===== src/rtl/matrix_stream_loader_pkg.sv =====
// matrix_stream_loader_pkg: shared state enum and sizing helpers for the matrix stream loader
package matrix_stream_loader_pkg;
  typedef enum logic [1:0] {LOAD_A, LOAD_B, HOLD} state_t;
  function automatic int elem_count(input int r, input int c);
    return r * c;
  endfunction
  function automatic int cnt_width(input int n);
    return (n <= 2) ? 1 : $clog2(n);
  endfunction
endpackage


===== src/rtl/matrix_stream_loader_if.sv =====
// matrix_stream_loader_if: element stream in, packed operand pair out (master = feeder/consumer, slave = loader)
interface matrix_stream_loader_if #(
  parameter int ROWS = 3,
  parameter int INNER = 2,
  parameter int COLS = 6,
  parameter int W = 8
);
  logic flush;
  logic in_valid;
  logic in_ready;
  logic [W-1:0] in_data;
  logic [ROWS*INNER*W-1:0] mat_a;
  logic [INNER*COLS*W-1:0] mat_b;
  logic mat_valid;
  logic mat_ack;
  modport master (
    output flush, in_valid, in_data, mat_ack,
    input in_ready, mat_a, mat_b, mat_valid
  );
  modport slave (
    input flush, in_valid, in_data, mat_ack,
    output in_ready, mat_a, mat_b, mat_valid
  );
endinterface


===== src/rtl/matrix_slice_writer.sv =====
// matrix_slice_writer: N-slice packed register, slice idx written MSB-first (idx 0 is the top slice)
module matrix_slice_writer #(
  parameter int N = 6,
  parameter int W = 8,
  parameter int CW = 3
) (
  input  logic clk,
  input  logic rst,
  input  logic we,
  input  logic [CW-1:0] idx,
  input  logic [W-1:0] din,
  output logic [N*W-1:0] q
);
  logic [N*W-1:0] q_q, q_d;
  always_comb begin
    q_d = q_q;
    for (int i = 0; i < N; i++) q_d[i*W +: W] = (we && idx == CW'(N - 1 - i)) ? din : q_q[i*W +: W];
  end
  always_ff @(posedge clk) q_q <= rst ? '0 : q_d;
  assign q = q_q;
endmodule


===== src/rtl/matrix_stream_loader.sv =====
// matrix_stream_loader: packs a serial element stream into A then B operands and holds them until acked
module matrix_stream_loader
  import matrix_stream_loader_pkg::*;
#(
  parameter int ROWS = 3,
  parameter int INNER = 2,
  parameter int COLS = 6,
  parameter int W = 8
) (
  input logic clk,
  input logic rst,
  matrix_stream_loader_if.slave bus
);
  localparam int NA = elem_count(ROWS, INNER);
  localparam int NB = elem_count(INNER, COLS);
  localparam int CW = cnt_width(NA > NB ? NA : NB);
  state_t state_q, state_d;
  logic [CW-1:0] cnt_q, cnt_d;
  logic beat, last, we_a, we_b;
  logic [NA*W-1:0] mat_a;
  logic [NB*W-1:0] mat_b;
  always_comb begin
    beat = bus.in_valid && bus.in_ready && !bus.flush;
    last = cnt_q == ((state_q == LOAD_A) ? CW'(NA - 1) : CW'(NB - 1));
    we_a = beat && state_q == LOAD_A;
    we_b = beat && state_q == LOAD_B;
    state_d = bus.flush ? LOAD_A :
              state_q == HOLD ? (bus.mat_ack ? LOAD_A : HOLD) :
              (beat && last) ? (state_q == LOAD_A ? LOAD_B : HOLD) : state_q;
    cnt_d = bus.flush ? '0 : beat ? (last ? '0 : cnt_q + 1'b1) : cnt_q;
  end
  always_ff @(posedge clk) begin
    state_q <= rst ? LOAD_A : state_d;
    cnt_q <= rst ? '0 : cnt_d;
  end
  matrix_slice_writer #(.N(NA), .W(W), .CW(CW)) u_a (
    .clk(clk), .rst(rst), .we(we_a), .idx(cnt_q), .din(bus.in_data), .q(mat_a)
  );
  matrix_slice_writer #(.N(NB), .W(W), .CW(CW)) u_b (
    .clk(clk), .rst(rst), .we(we_b), .idx(cnt_q), .din(bus.in_data), .q(mat_b)
  );
  assign bus.mat_a = mat_a;
  assign bus.mat_b = mat_b;
  assign bus.in_ready = state_q != HOLD && !rst;
  assign bus.mat_valid = state_q == HOLD;
endmodule

===== src/flat_wrapper.sv =====
// flat-port wrapper written by rule: the top's interface ports become plain ports
module matrix_stream_loader_flat import matrix_stream_loader_pkg::*;
#(
  parameter int ROWS = 3,
  parameter int INNER = 2,
  parameter int COLS = 6,
  parameter int W = 8
)
  (clk, rst, bus_flush, bus_in_valid, bus_in_data, bus_mat_ack, bus_in_ready, bus_mat_a, bus_mat_b, bus_mat_valid);
  matrix_stream_loader_if #(.ROWS(ROWS), .INNER(INNER), .COLS(COLS), .W(W)) bus_i ();
  input logic clk;
  input logic rst;
  input wire logic [$bits(bus_i.flush)-1:0] bus_flush;
  input wire logic [$bits(bus_i.in_valid)-1:0] bus_in_valid;
  input wire logic [$bits(bus_i.in_data)-1:0] bus_in_data;
  input wire logic [$bits(bus_i.mat_ack)-1:0] bus_mat_ack;
  output wire logic [$bits(bus_i.in_ready)-1:0] bus_in_ready;
  output wire logic [$bits(bus_i.mat_a)-1:0] bus_mat_a;
  output wire logic [$bits(bus_i.mat_b)-1:0] bus_mat_b;
  output wire logic [$bits(bus_i.mat_valid)-1:0] bus_mat_valid;
  assign bus_i.flush = bus_flush;
  assign bus_i.in_valid = bus_in_valid;
  assign bus_i.in_data = bus_in_data;
  assign bus_i.mat_ack = bus_mat_ack;
  assign bus_in_ready = bus_i.in_ready;
  assign bus_mat_a = bus_i.mat_a;
  assign bus_mat_b = bus_i.mat_b;
  assign bus_mat_valid = bus_i.mat_valid;
  matrix_stream_loader #(.ROWS(ROWS), .INNER(INNER), .COLS(COLS), .W(W)) u_core (.clk(clk), .rst(rst), .bus(bus_i));
endmodule

===== config.mk =====
export PLATFORM = sky130hd
export DESIGN_NAME = matrix_stream_loader_flat
export DESIGN_NICKNAME = d
export VERILOG_FILES = /design/src/rtl/matrix_stream_loader_pkg.sv /design/src/rtl/matrix_stream_loader_if.sv /design/src/rtl/matrix_slice_writer.sv /design/src/rtl/matrix_stream_loader.sv /design/src/flat_wrapper.sv
export SDC_FILE = /design/constraint.sdc
export NUM_CORES = 1
export LEC_CHECK = 0
export CAP_MARGIN = 10
export CORE_MARGIN = 8
export CORE_UTILIZATION = 35
export CTS_CLUSTER_SIZE = 16
export DETAILED_ROUTE_END_ITERATION = 16
export PLACE_DENSITY_LB_ADDON = 0.1
export SETUP_SLACK_MARGIN = 0.15
export SLEW_MARGIN = 10
export SYNTH_ARGS = -nofsm -noshare
export SYNTH_HDL_FRONTEND = slang
export SYNTH_HIERARCHICAL = 1
export SYNTH_SLANG_ARGS = --single-unit

===== constraint.sdc =====
create_clock -name clk -period 2.9 [get_ports clk]
set_input_delay 0.435 -clock clk [delete_from_list [all_inputs] [get_ports clk]]
set_output_delay 0.435 -clock clk [all_outputs]
set_load 0.01 [all_outputs]

==> run summary <==
The flow ran to the end, and the final reports show no timing, DRC or antenna violations. Pin placement for this block handled 159 I/O pins. The clock sink total is 150. The fraction of the mapped netlist area in adder cells came out at 0.206%. The number of design rule violations left after detail routing is 0.

The clock network latency to the later pin of the worst-skew pair is 420 ps. The HPWL after detailed placement is 12.2 mm. The total routed wirelength came out at 17.5 mm. The multi-input combinational cells in the finished layout cover a total of 2920 sq um. The worst-case IR drop observed on VDD is 0.367 mV.

The required time at the worst-slack endpoint is 2470 ps. At the end of routability-driven placement, the weighted congestion stood at 0.766. In this run the critical register-to-register path is captured at u_core/u_b/q[64]. After synthesis, the largest area contributor takes up 49.4% of total cell area. The area growth from synthesis to layout is 39.2%.

The path with the worst hold slack has its endpoint at u_core/u_a/q[37]. The fraction of layout instances using a drive strength above 1 is 7.96%. After detailed placement, the total cell area comes to 7820 sq um. The first global-routing pass estimated 27.1 mm of wire.

The count of nets left with antenna violations after detail routing is 0. The mean number of vias per cell is 4.69. The maximum fanout count along the critical path is 7. After synthesis, the most frequently instantiated cells are nand2b_1, dfxtp_1, mux2i_1, clkbuf_1, buf_2. The number of max-cap violations came out at 0. The average instance area after synthesis is 10.9 sq um. The count of port buffers added during placement came out at 158.

In the synthesized netlist the dominant register cell turns out to be dfxtp_1. STA puts the critical path data arrival time at 1750 ps. TritonCTS built the clock tree. The sequential share of the synthesized area came out at 49.4%.

The power per cell area is 547 nW/um^2. The final non-filler cell area came out at 8460 sq um. The global route total overflow is 0. By area the synthesized netlist is led by dfxtp_1, mux2i_1, nand2b_1. The mux share of post-synthesis cell area came out at 23.9%.

The number of flip-flops and latches in the synthesized netlist is 150. The number of cells upsized or downsized after cts came out at 0. The net count of the mapped netlist came out at 569. The maximum clock frequency came out at 458 MHz. The total track usage is 16.0%. The critical path endpoint category is an output pin. The count of buffer and inverter cells on the critical path came out at 2. The final critical delay including setup and external delays is 2180 ps. The iteration-0 DRC count of the detailed router came out at 200. The largest net degree at the start of global routing is 67.

The longest clock path from root to sink contains 2 buffers. Counting flops with an async set or reset pin after synthesis yields a share of 0%. The TritonCTS buffer count came out at 17. nand2b_1 is the most common cell in the netlist. The number of pins with negative max-slew slack in the final report came out at 0.

The cell area after synthesis is 6080 sq um. STA classifies the critical path startpoint as a register. Counting cells, the worst reg-to-reg path comes to 4. Adding up every negative setup slack in the final design gives 0 ps. The peak per-stage delay on the critical path is 530 ps. The post-synthesis compound-gate area fraction came out at 0.803%. 0 antenna diodes ended up in the layout.

The width of the chip came out at 148 um. The utilization of the core after routing came out at 49.4%. The quantity of hold-fixing buffers added after cts is 0. Setup repair after global routing left no endpoint under its margin.

The length of the first detailed-routing pass in iterations is 4. The number of antenna violations at the first check in global routing came out at 0. The H-tree was split into 4 levels. After synthesis, the largest family of logic cells by area is multiplexers. The number of warnings reported in the yosys synthesis log is 6. The biggest area contributor in the post-synthesis netlist is dfxtp_1. The tree is rooted in a clkbuf_16. The critical path's slowest cell is clkdlybuf4s50_1. The placeable core region is 17100 sq um. In this run, synthesis inferred 0 flip-flops with an integrated enable.

Once the floorplan was initialized, standard cells occupied 35.5% of the core. The kind of cell with the highest combined delay along the critical path is buffers and inverters. The total number of vias is 4411. The worst register-to-register path begins at u_core/state_q[0].

Headroom to the max-slew limit came out at 48.8%. The distinct cell type count after synthesis came out at 36. Dividing the detail-routed wire length by the instance count gives 18.6 um. The type of the most critical hold path is reg2reg. The fraction of the cycle the final worst path needs is 75.3%. The basic-gate share of the synthesized area counting and, or, nand and nor cells is 23.0%. Along the worst hold path, the cell count comes to 2. The area of all sequential standard cells came out at 3000 sq um. The number of nets at the end of the flow came out at 717. The number of failing hold endpoints at the final stage is 0. Setup violations remaining at the end of the flow were counted as 0. Once the clock tree was built, the setup fixing pass inserted 0 buffers. The floorplan has 48 rows. The post-synthesis cell count is 555.

The setup path with the least slack is of type reg2out. After clock tree synthesis, the clock-pin slew on the worst setup and hold paths is 60 ps. The power after layout came out at 4630 uW. The worst-case hold slack is 475 ps. At the pin with the least slew margin, the transition time is 768 ps. Clock skew on the completed layout was measured at 12.5 ps. The die area came out at 21800 sq um. Traced cell by cell, the critical path runs through or2b_1, inv_1, clkdlybuf4s50_1. The xor/xnor share of the synthesized area is 0.144%.

The y dimension of the die came out at 148 um. For flop-to-flop paths, the worst setup slack is 990 ps. The number of fill cells is 1603.

The via count of the first global-routing pass was 4720. The startpoint identified for the worst hold timing path is u_core/u_a/q[37]. The standby leakage power is 0.00380 uW.
layout make-up:
type | instances | share of cell area [%]
timing repair buffer | 162 | 19.0
clock inverter | 11 | 2.03
multi-input combinational | 371 | 34.5
sequential | 150 | 35.5
tap | 225 | 3.33
inverter | 1 | 0.0444
clock buffer | 21 | 5.56
how the worst max path moves through the flow:
stage	slack [ps]	end	startpoint	depth (start not counted)
after global placement	440	u_core/u_b/q[70]	bus_in_valid	5
final	720	bus_mat_valid	u_core/state_q[1]	3
after global routing	600	bus_in_ready	u_core/state_q[0]	4
after detailed placement	410	u_core/u_b/q[70]	bus_in_valid	5
after floorplan	1080	u_core/u_b/q[64]	rst	7
after CTS	680	bus_mat_valid	u_core/state_q[1]	3
worst reg2reg max path, cell delays in order, from the launching register on:
cell and delay [ps]:
dfxtp_1 450, and4b_2 290, nor3b_2 490, and3_1 370, mux2i_1 230
report_power, final:
group          leakage (uW)  internal, uW  switching, uW
logic               0.00229          77.1            101
registers           0.00121          2070           8.54
clock network      0.000310          1510            862
metal layers:
layer | vias to the layer above | share of wire (%) | GRT usage (%)
li1 | 2153 | - | -
met2 | 120 | 47 | 26.9
met5 | - | 0 | 0
met4 | 0 | 0.89 | 4.23
met1 | 2124 | 44 | 18.7
met3 | 14 | 7.7 | 6.11
metrics by stage:
step	cells	setup slack, ps
after floorplan	555	1080
after global placement	909	435
after detailed placement	909	408
after CTS	941	677
after global routing	941	600
final	941	716
flip-flops by register name, summed over array words and instances, names as in the netlist:
signal,cells
u_core/u_a/q,48
u_core/cnt_q,4
u_core/state_q,2
u_core/u_b/q,96
cell usage in the layout (no fill, tap or decap), types with 3 or more instances in the layout:
| master | instances |
|---|---|
| and2b_1 | 3 |
| and3_1 | 4 |
| and3b_1 | 3 |
| buf_4 | 5 |
| bufinv_16 | 4 |
| clkbuf_16 | 17 |
| clkbuf_8 | 3 |
| clkdlybuf4s50_1 | 157 |
| dfxtp_1 | 150 |
| mux2i_1 | 145 |
| nand2_1 | 8 |
| nand2_2 | 10 |
| nand2b_1 | 161 |
| nand3_1 | 4 |
| nand3_2 | 5 |
| nor2_1 | 4 |
kinds of logic after synthesis:
| family | after synthesis |
|---|---|
| AO/OA/AOI/OAI | 6 |
| XOR/XNOR | 1 |
| adder cells (fa/ha/maj) | 1 |
| buffers and inverters | 34 |
| flip-flops | 150 |
| multiplexers | 145 |
| AND/OR/NAND/NOR | 218 |
Power figures use the tool's default switching activity.
